==> config.mk <==
export PLATFORM = sky130hd
export DESIGN_NAME = matrix_operand_loader
export DESIGN_NICKNAME = d
export VERILOG_FILES = /design/src/rtl/matrix_operand_loader_pkg.sv /design/src/rtl/matrix_pack_reg.sv /design/src/rtl/matrix_operand_loader.sv
export SDC_FILE = /design/constraint.sdc
export NUM_CORES = 1
export LEC_CHECK = 0
export BUFFER_PORTS_ARGS = -buffer_cell sky130_fd_sc_hd__buf_2
export CAP_MARGIN = 25
export CORE_ASPECT_RATIO = 0.9
export CORE_MARGIN = 3
export CORE_UTILIZATION = 51
export DETAILED_ROUTE_END_ITERATION = 12
export PLACE_DENSITY = 0.79
export REMOVE_ABC_BUFFERS = 1
export SETUP_SLACK_MARGIN = 0.02
export SKIP_CTS_REPAIR_TIMING = 1
export SYNTH_ARGS = -nofsm -noshare
export SYNTH_HDL_FRONTEND = slang
export SYNTH_SLANG_ARGS = --single-unit
==> constraint.sdc <==
create_clock -name clk -period 1.8 [get_ports clk]
set_input_delay 0.18 -clock clk [delete_from_list [all_inputs] [get_ports clk]]
set_output_delay 0.18 -clock clk [all_outputs]
set_load 0.02 [all_outputs]
==> src/rtl/matrix_operand_loader_pkg.sv <==
// Shared definitions for the matrix ALU operand loader: FSM states, op codes
// and the packed-slot offset helper.
package matrix_operand_loader_pkg;

  typedef enum logic [1:0] {
    LOAD_A = 2'd0,
    LOAD_B = 2'd1,
    HOLD   = 2'd2
  } state_t;

  localparam logic [1:0] OP_ADD = 2'b00;
  localparam logic [1:0] OP_SUB = 2'b01;
  localparam logic [1:0] OP_MUL = 2'b10;
  localparam logic [1:0] OP_KRO = 2'b11;

  // Bit offset of element slot 'index' inside a flattened matrix bus.
  function automatic int slot_offset(input int index, input int word_size);
    return index * word_size;
  endfunction

endpackage

==> src/rtl/matrix_pack_reg.sv <==
// Register file of depth word_size-bit slots, written one slot at a time and
// presented as a single flattened bus with slot 0 in the LSBs.
module matrix_pack_reg
  import matrix_operand_loader_pkg::*;
#(
  parameter int word_size = 8,
  parameter int depth     = 4,
  parameter int idx_width = 2
) (
  input  logic                         clk,
  input  logic                         resetn,
  input  logic                         wr_en,
  input  logic [idx_width-1:0]         wr_idx,
  input  logic [word_size-1:0]         wr_data,
  output logic [depth*word_size-1:0]   data
);

  for (genvar i = 0; i < depth; i++) begin : g_slot
    logic [word_size-1:0] slot_q;

    always_ff @(posedge clk or negedge resetn) begin
      if (!resetn) begin
        slot_q <= '0;
      end else if (wr_en && (wr_idx == idx_width'(i))) begin
        slot_q <= wr_data;
      end
    end

    assign data[slot_offset(i, word_size) +: word_size] = slot_q;
  end

endmodule

==> src/rtl/matrix_operand_loader.sv <==
// Collects a serial stream of A then B elements plus an op code into one held
// operand set for the matrix ALU; malformed frames are flagged and dropped.
module matrix_operand_loader
  import matrix_operand_loader_pkg::*;
#(
  parameter int word_size     = 8,
  parameter int Amatrixrownum = 2,
  parameter int Amatrixcolnum = 2,
  parameter int Bmatrixrownum = 2,
  parameter int Bmatrixcolnum = 2
) (
  input  logic                                             clk,
  input  logic                                             resetn,
  input  logic [word_size-1:0]                             in_data,
  input  logic                                             in_valid,
  output logic                                             in_ready,
  input  logic                                             in_last,
  input  logic [1:0]                                       in_op,
  output logic [Amatrixrownum*Amatrixcolnum*word_size-1:0] A,
  output logic [Bmatrixrownum*Bmatrixcolnum*word_size-1:0] B,
  output logic [1:0]                                       op,
  output logic                                             out_valid,
  input  logic                                             out_ready,
  output logic                                             frame_err
);

  localparam int NA        = Amatrixrownum * Amatrixcolnum;
  localparam int NB        = Bmatrixrownum * Bmatrixcolnum;
  localparam int MAX_N     = (NA > NB) ? NA : NB;
  localparam int IDX_WIDTH = (MAX_N > 1) ? $clog2(MAX_N) : 1;

  state_t                 state, state_next;
  logic [IDX_WIDTH-1:0]   idx, idx_next;
  logic                   frame_err_next;
  logic                   a_wr, b_wr, op_wr;

  always_ff @(posedge clk or negedge resetn) begin
    if (!resetn) begin
      state     <= LOAD_A;
      idx       <= '0;
      frame_err <= 1'b0;
      op        <= OP_ADD;
    end else begin
      state     <= state_next;
      idx       <= idx_next;
      frame_err <= frame_err_next;
      if (op_wr) begin
        op <= in_op;
      end
    end
  end

  // in_last must coincide exactly with the final B element; any other
  // placement discards the frame and restarts collection at A slot 0.
  always_comb begin
    state_next     = state;
    idx_next       = idx;
    frame_err_next = 1'b0;
    in_ready       = 1'b0;
    a_wr           = 1'b0;
    b_wr           = 1'b0;
    op_wr          = 1'b0;

    case (state)
      LOAD_A: begin
        in_ready = 1'b1;
        if (in_valid) begin
          a_wr  = 1'b1;
          op_wr = (idx == '0);
          if (in_last) begin
            frame_err_next = 1'b1;
            state_next     = LOAD_A;
            idx_next       = '0;
          end else if (idx == IDX_WIDTH'(NA - 1)) begin
            state_next = LOAD_B;
            idx_next   = '0;
          end else begin
            idx_next = idx + 1'b1;
          end
        end
      end

      LOAD_B: begin
        in_ready = 1'b1;
        if (in_valid) begin
          b_wr = 1'b1;
          if (idx == IDX_WIDTH'(NB - 1)) begin
            idx_next = '0;
            if (in_last) begin
              state_next = HOLD;
            end else begin
              frame_err_next = 1'b1;
              state_next     = LOAD_A;
            end
          end else if (in_last) begin
            frame_err_next = 1'b1;
            state_next     = LOAD_A;
            idx_next       = '0;
          end else begin
            idx_next = idx + 1'b1;
          end
        end
      end

      HOLD: begin
        if (out_ready) begin
          state_next = LOAD_A;
          idx_next   = '0;
        end
      end

      default: begin
        state_next = LOAD_A;
        idx_next   = '0;
      end
    endcase
  end

  assign out_valid = (state == HOLD);

  matrix_pack_reg #(
    .word_size (word_size),
    .depth     (NA),
    .idx_width (IDX_WIDTH)
  ) u_pack_a (
    .clk     (clk),
    .resetn  (resetn),
    .wr_en   (a_wr),
    .wr_idx  (idx),
    .wr_data (in_data),
    .data    (A)
  );

  matrix_pack_reg #(
    .word_size (word_size),
    .depth     (NB),
    .idx_width (IDX_WIDTH)
  ) u_pack_b (
    .clk     (clk),
    .resetn  (resetn),
    .wr_en   (b_wr),
    .wr_idx  (idx),
    .wr_data (in_data),
    .data    (B)
  );

endmodule
==> results.json, run 1 <==
{
  "outcome": "finished clean",
  "leakage_nw": 1.78,
  "wirelength_um": 6270,
  "clkTransAtPathRegs_ps": 80,
  "tightest_slew_ps": 414,
  "maxClockFrequency_mhz": 610,
  "ctsHtreeMaxLevel": 3,
  "grt_max_degree": 72,
  "yosysWarnings": 0,
  "slew_viol_final": 0,
  "grt_first_pass_wirelength_um": 10200,
  "drc": 0,
  "syn_avg_cell_area_sq_um": 16.2,
  "vias": 1836,
  "dieArea_sq_mm": 0.00661,
  "gp_congestion": 0.747,
  "track_usage": 0.207,
  "cp.required_ps": 2030,
  "final_area_sq_mm": 0.00364,
  "core_area_sq_mm": 0.00538,
  "fin_nets": 298,
  "reg2reg_slack_ps": 160,
  "worstHoldPathCells": 2,
  "cts_max_path_buffers": 2,
  "dp_slack_ps": 90.9,
  "r2r_end": "u_pack_a.g_slot[3].slot_q[5]",
  "hold_class": "in2reg",
  "fin_skew_ps": 3.25,
  "reg2reg_depth": 4,
  "start_kind": "flip-flop",
  "max_cap_violations": 0,
  "ys_seq_elements": 71,
  "fin_cells": 349,
  "grt_antenna_before_repair": 0,
  "syn_area_sq_mm": 0.00289,
  "finalHoldViolCount": 0,
  "rsz0062_at_grt": "false",
  "tns_ps": 0,
  "pwr_density_cell_mw_per_mm2": 1810,
  "dpl.hpwl_um": 4390,
  "antenna_left": 0,
  "cts_root_buffer": "clkbuf_8",
  "post-route-period-util": 0.911,
  "drive_gt1_frac": 0.645,
  "slew_headroom": 0.723,
  "post-place-cells": 332,
  "cts.sinks": 71,
  "whs_endpoint": "op[0]",
  "synth_ff_type": "dfrtp_1",
  "fin_crit_ps": 1640,
  "endpoint_kind": "flip-flop",
  "port_buffers": 83,
  "start_util": 0.537,
  "first_global_vias": 1967,
  "die_y_um": 77.4,
  "synth-edff-count": 0,
  "numCtsBuffers": 9,
  "syn_inst": 178,
  "fin_util": 0.677,
  "criticalPathCategory": "reg2reg",
  "wl_per_cell_um": 18.0,
  "antenna_cells": 0,
  "cts_tree": "done",
  "viasPerCell": 5.26,
  "die_w_um": 85.4,
  "overflow": 0,
  "startpoint": "idx[0]",
  "yosysUniqueCellTypes": 21,
  "rows": 25,
  "setup_slack_ps": 161,
  "ys_seq_area_frac": 0.615,
  "async_flop_share": 1.00,
  "clkLatencyLatePin_ps": 340,
  "drt_pass1_iterations": 4,
  "hp-start": "in_op[0]",
  "area_growth_pct": 26.0,
  "cp.arrival_ps": 1870,
  "r2r-start": "idx[0]",
  "path_max_fanout": 8,
  "drtIter0Drc": 81,
  "postPlaceCellArea_sq_mm": 0.00343,
  "final-setup-viol-count": 0,
  "peakVddDrop_v": 0.00108,
  "boundaryPins": 84
}
[Yosys cell counts, types with 2 or more instances]
library cell,number,area [sq um]
mux2_1,2,22.5
nand2_1,2,7.51
nand3_2,3,30.0
ha_1,6,75.1
inv_1,6,22.5
nor2b_1,2,12.5
nor3_4,4,65.1
dfrtp_1,71,1780
mux2i_1,2,20.0
nor2_1,3,11.3
mux2_2,64,721
a32o_1,2,20.0
buf_6,3,33.8
[registers in the layout, indices dropped and copies added (netlist names)]
register	cells
state	2
u_pack_a.g_slot.slot_q	32
op	2
u_pack_b.g_slot.slot_q	32
frame_err	1
idx	2
[final cells by class]
| type | count | area, sq um |
|---|---|---|
| sequential | 71 | 1780 |
| fill | 431 | 1740 |
| multi-input combinational | 98 | 1060 |
| timing repair buffer | 91 | 503 |
| clock buffer | 9 | 124 |
| tap | 67 | 83.8 |
| clock inverter | 7 | 72.6 |
| inverter | 6 | 22.5 |
[where the power goes]
group | internal (W) | leakage, nW | switching (W)
clock network | 0.000641 | 0.0956 | 0.000606
logic | 0.00110 | 0.817 | 0.00156
registers | 0.00231 | 0.869 | 0.000367
[worst max-delay path, cell delays in order (launching register included)]
cell and delay [ps]:
dfrtp_1 420, ha_1 260, inv_1 110, nor3_4 340, mux2_2 390
[per-layer routing]
metal	track usage	wire length, um	vias up
li1	-	-	832
met1	0.258	2730	929
met4	0.0649	86	0
met5	0	0	-
met3	0.101	542	6
met2	0.318	2920	69
[logic make-up after synthesis]
family          count (synthesis)  synth area share
fa+ha+maj                       6            0.0260
mux                            68             0.264
flops                          71             0.615
buf+inv                         9            0.0195
compound gates                  5            0.0143
simple gates                   19            0.0615
[layout by cell type, fill, tap and decap left out, drive strengths merged, types with 2 or more instances in the layout]
cell,n
clkinv,3
mux2,66
nand2,3
nor2,3
nand3,3
mux2i,2
clkinvlp,2
inv,7
nor3,5
dfrtp,71
ha,6
a32o,2
clkbuf,9
buf,90
nor2b,3
[how the worst max path moves through the flow]
stage / end / cells after the start
after CTS: u_pack_a.g_slot[3].slot_q[5] / 4
after global placement: u_pack_a.g_slot[3].slot_q[5] / 4
final: u_pack_a.g_slot[3].slot_q[5] / 4
after floorplan: u_pack_b.g_slot[1].slot_q[2] / 3
after detailed placement: u_pack_a.g_slot[3].slot_q[5] / 4
after global routing: u_pack_a.g_slot[3].slot_q[2] / 4
[per-stage QoR]
stage,total power (W),hold slack [ps]
3_3_place_gp,0.00531,234
3_5_place_dp,0.00539,234
6_report,0.00659,45.2
2_1_floorplan,0.00433,-116
5_1_grt,0.00696,45.6
4_1_cts,0.00666,-146
Power figures use the tool's default switching activity.
==> inputs of run 2 (changes only) <==
- ABC_AREA: unset -> 1
- CAP_MARGIN: 25 -> 10
- CORE_UTILIZATION: 51 -> 52
- PLACE_DENSITY: 0.79 -> 0.8
==> results.json, run 2 <==
{
  "outcome": "finished clean",
  "reg.largest.list": "u_pack_a.g_slot.slot_q: 32 flops, u_pack_b.g_slot.slot_q: 32 flops",
  "leakage_nw": 2.04,
  "drc": 0,
  "path_max_fanout": 5,
  "wl_per_cell_um": 15.1,
  "die_y_um": 77.9,
  "clkTransAtPathRegs_ps": 70,
  "tightest_slew_ps": 514,
  "area_growth_pct": 24.1,
  "grt_first_pass_wirelength_um": 11800,
  "yosysWarnings": 0,
  "pwr_density_cell_mw_per_mm2": 1780,
  "syn_area_sq_mm": 0.00299,
  "fillers": 444,
  "final_common_cell": "nand2_1",
  "overflow": 0,
  "synth_ff_type": "dfrtp_1",
  "finalHoldViolCount": 0,
  "rows": 25,
  "grt_antenna_before_repair": 0,
  "cts.sinks": 71,
  "fin_nets": 411,
  "ys_seq_elements": 71,
  "hold-worst-slack_ps": 72.1,
  "start_kind": "flip-flop",
  "synth_adder_area_share": 0.0251,
  "maxClockFrequency_mhz": 648,
  "power.total_w": 0.00659,
  "tns_ps": 0,
  "ctsHtreeMaxLevel": 3,
  "synthDominantCellAreaShare": 0.594,
  "drive_gt1_frac": 0.324,
  "max_cap_violations": 0,
  "post-route-period-util": 0.857,
  "track_usage": 0.228,
  "fin_util": 0.686,
  "first_global_vias": 2320,
  "criticalPathCategory": "reg2reg",
  "grt_max_degree": 72,
  "vias": 2378,
  "final_cell_mix": "nand2_1, buf_2, dfrtp_1",
  "antenna_left": 0,
  "synth-edff-count": 0,
  "rsz0062_at_grt": "false",
  "drtIter0Drc": 153,
  "viasPerCell": 5.15,
  "cts_root_buffer": "clkbuf_8",
  "hold_class": "in2reg",
  "async_flop_share": 1.00,
  "dpl.hpwl_um": 4830,
  "cts_tree": "done",
  "yosys.area_share.simple": 0.236,
  "cts_max_path_buffers": 2,
  "fin_skew_ps": 5.31,
  "seq_area_sq_mm": 0.00178,
  "boundaryPins": 84,
  "syn_avg_cell_area_sq_um": 9.97,
  "core_area_sq_mm": 0.00541,
  "syn_inst": 300,
  "slew_viol_final": 0,
  "cp.arrival_ps": 1760,
  "cp.required_ps": 2020,
  "multi_input_area_sq_mm": 0.00104,
  "synth_top_cells_by_area": "dfrtp_1, nand2_1, nand3_1",
  "final-setup-viol-count": 0,
  "synthTopCellsByCount": "nand2_1, dfrtp_1, nand3_1",
  "start_util": 0.553,
  "synth-xor-area-share": 0,
  "ys_seq_area_frac": 0.594,
  "antenna_cells": 0,
  "drt_pass1_iterations": 4,
  "endpoint_kind": "flip-flop",
  "die_w_um": 85.9,
  "wirelength_um": 6970,
  "yosysUniqueCellTypes": 21,
  "yosysMostFrequentCell": "nand2_1",
  "peakVddDrop_v": 0.000877,
  "gp_congestion": 0.961,
  "numCtsBuffers": 9,
  "synth_compound_area_frac": 0.0854,
  "fin_crit_ps": 1540,
  "port_buffers": 83,
  "slew_headroom": 0.657,
  "synthMuxAreaShare": 0,
  "synth_top_cell_by_area": "dfrtp_1",
  "dieArea_sq_mm": 0.00670,
  "synth_top_family_by_area": "simple AND/OR/NAND/NOR gates",
  "clkLatencyLatePin_ps": 340
}
run 2: layout make-up:
class | count | area share
clock buffers | 11 | 0.0408
clock inverters | 5 | 0.0280
inverters | 18 | 0.0182
flip-flops and latches | 71 | 0.479
multi-input cells | 199 | 0.279
repair buffers | 91 | 0.132
well taps | 67 | 0.0226
run 2: path summary, 6_finish.rpt:
kind                                              start                      endpoint  slack (ps)  depth (start not counted)
max reg2reg                                      idx[0]                      state[0]         260                          6
max in group asynchronous                        resetn  u_pack_b.g_slot[3].slot_q[0]        1110                          3
min                                            in_op[1]                         op[1]          70                          3
max                                              idx[0]                      state[0]         260                          6
min reg2reg                u_pack_a.g_slot[3].slot_q[5]  u_pack_a.g_slot[3].slot_q[5]         480                          2
min in group asynchronous                        resetn  u_pack_b.g_slot[0].slot_q[3]         370                          3
run 2: cells by family after synthesis:
family | after synthesis
buffers and inverters | 30
and+or+nand+nor | 148
DFF | 71
adders and majority gates | 6
AOI/OAI and AO/OA | 45
run 2: power by group:
| part | internal, W | switching [W] | leakage, nW |
|---|---|---|---|
| combinational | 0.000812 | 0.00159 | 1.00 |
| clock | 0.000996 | 0.000586 | 0.130 |
| sequential | 0.00223 | 0.000375 | 0.905 |
run 2: metrics by stage:
stage / cells / setup slack, ps / instance area (sq um)
after floorplan: 288 / 239 / 2880
after global placement: 445 / 256 / 3450
after detailed placement: 445 / 303 / 3450
after CTS: 461 / 262 / 3700
after global routing: 462 / 163 / 3710
final: 462 / 258 / 3710
run 2: worst max-delay path, cell delays in order, from the launching register on:
cell and delay [ps]:
dfrtp_1 430, ha_1 380, inv_1 80, ha_1 190
nand3b_1 180, nand2_1 70, o21ai_0 80
run 2: routing by layer:
layer  GRT usage  routed length, um  share of wire  up-vias
li1            -                  -              -     1160
met1       0.316               3110           0.45     1127
met2       0.352               3290           0.47       85
met3      0.0690                529          0.076        6
met4      0.0585                 38         0.0055        0
met5           0                  0              0        -
==> inputs of run 3 (changes only) <==
--- a/config.mk
+++ b/config.mk
@@ -12,5 +12,5 @@
 export CORE_MARGIN = 3
-export CORE_UTILIZATION = 52
+export CORE_UTILIZATION = 47
 export DETAILED_ROUTE_END_ITERATION = 12
-export PLACE_DENSITY = 0.8
+export PLACE_DENSITY = 0.76
 export REMOVE_ABC_BUFFERS = 1
==> constraint.sdc (replaced) <==
create_clock -name clk -period 1.4 [get_ports clk]
set_input_delay 0.14 -clock clk [delete_from_list [all_inputs] [get_ports clk]]
set_output_delay 0.14 -clock clk [all_outputs]
set_load 0.05 [all_outputs]
==> results.json, run 3 (synthesis results as in run 2) <==
{
  "slew_headroom": 0.714,
  "final_common_cell": "nand2_1",
  "drc": 0,
  "cts_max_path_buffers": 2,
  "start_kind": "flip-flop",
  "post-route-period-util": 0.983,
  "setup_slack_ps": 23.7,
  "wl_per_cell_um": 14.1,
  "final_cell_mix": "nand2_1, buf_2, dfrtp_1",
  "die_y_um": 81.7,
  "cp_num_buf_inv": 1,
  "rows": 26,
  "dp_slack_ps": -83.3,
  "vias": 2383,
  "finalHoldViolCount": 0,
  "start_util": 0.505,
  "startpoint": "state[0]",
  "outcome": "finished clean",
  "postPlaceCellArea_sq_mm": 0.00349,
  "gp_congestion": 0.814,
  "drt_pass1_iterations": 4,
  "final_area_sq_mm": 0.00386,
  "criticalPathCategory": "reg2out",
  "fin_crit_ps": 1380,
  "grt_antenna_before_repair": 0,
  "peakVddDrop_v": 0.00108,
  "slowest_delay_ps": 490,
  "ctsHtreeMaxLevel": 3,
  "slowest_stage": "dfrtp_2",
  "grt_first_pass_wirelength_um": 11100,
  "tightest_slew_ps": 428,
  "post-place-cells": 463,
  "cts_root_buffer": "clkbuf_8",
  "reg2reg_slack_ps": 60,
  "dpl.hpwl_um": 4810,
  "clkLatencyLatePin_ps": 340,
  "first_global_vias": 2198,
  "leakage_nw": 2.07,
  "overflow": 0,
  "cp.required_ps": 1260,
  "drive_gt1_frac": 0.356,
  "cts_tree": "done",
  "fin_cells": 486,
  "grt_max_degree": 72,
  "antenna_cells": 0,
  "cts.sinks": 71,
  "port_buffers": 83,
  "fin_nets": 418,
  "track_usage": 0.195,
  "cp.arrival_ps": 1240,
  "path_delay_family": "flip-flops",
  "clkTransAtPathRegs_ps": 70,
  "wirelength_um": 6850,
  "fillers": 491,
  "worstPathCellList": "nor2_1 -> buf_6",
  "hold_class": "in2reg",
  "fin_skew_ps": 6.88,
  "rsz0062_at_grt": "true",
  "cp.depth": 2,
  "dieArea_sq_mm": 0.00736,
  "boundaryPins": 84,
  "final-setup-viol-count": 0,
  "numCtsBuffers": 9,
  "endpoint_kind": "output pin",
  "max_cap_violations": 0,
  "slew_viol_final": 0,
  "drtIter0Drc": 164,
  "maxClockFrequency_mhz": 727,
  "core_area_sq_mm": 0.00592,
  "die_w_um": 90.1,
  "r2r_end": "u_pack_a.g_slot[0].slot_q[0]",
  "pwr_density_cell_mw_per_mm2": 2670,
  "viasPerCell": 4.90,
  "reg2reg_depth": 6,
  "r2r-start": "idx[1]",
  "antenna_left": 0,
  "hold-worst-slack_ps": 37.6,
  "area_growth_pct": 29.0,
  "tns_ps": 0,
  "reg.largest.list": "u_pack_a.g_slot.slot_q: 32 flops, u_pack_b.g_slot.slot_q: 32 flops",
  "path_max_fanout": 7,
  "worst_setup_path_endpoint": "out_valid"
}
## run 3: worst min-delay path, stage by stage
cell and delay [ps]:
buf_2 90, inv_1 40, o21ai_1 60
## run 3: layout make-up
class	instances	area [sq um]	share of cell area
timing repair buffer	98	572	0.148
multi-input combinational	199	1090	0.284
sequential	71	1780	0.461
inverter	18	70.1	0.0182
tap	84	105	0.0272
clock buffer	10	128	0.0331
clock inverter	6	109	0.0282
## run 3: worst min path at each step
stage	cells past startpoint	end	slack (ps)	from
2_1_floorplan	0	frame_err	-160	resetn
3_3_place_gp	2	u_pack_b.g_slot[0].slot_q[0]	190	resetn
3_5_place_dp	2	u_pack_b.g_slot[1].slot_q[0]	190	resetn
4_1_cts	2	u_pack_b.g_slot[0].slot_q[1]	-180	resetn
5_1_grt	3	op[1]	50	in_op[1]
6_report	3	op[1]	40	in_op[1]
## run 3: metal layers
metal  global-route usage  vias to the layer above  part of all wire
met3               0.0549                        4             0.063
met4               0.0688                        0            0.0045
met1                0.266                     1132              0.47
met2                0.303                       73              0.46
met5                    0                        -                 0
li1                     -                     1174                 -
## run 3: stage by stage
step / total power [W] / utilization
floorplan: 0.00710 / -
global placement: 0.00830 / 0.589
detailed placement: 0.00838 / 0.589
CTS: 0.0103 / 0.629
global route: 0.0109 / 0.652
finish: 0.0103 / 0.652
## run 3: power breakdown
| part | internal (W) | switching [W] |
|---|---|---|
| clock network | 0.00118 | 0.000750 |
| logic | 0.00111 | 0.00396 |
| registers | 0.00287 | 0.000454 |
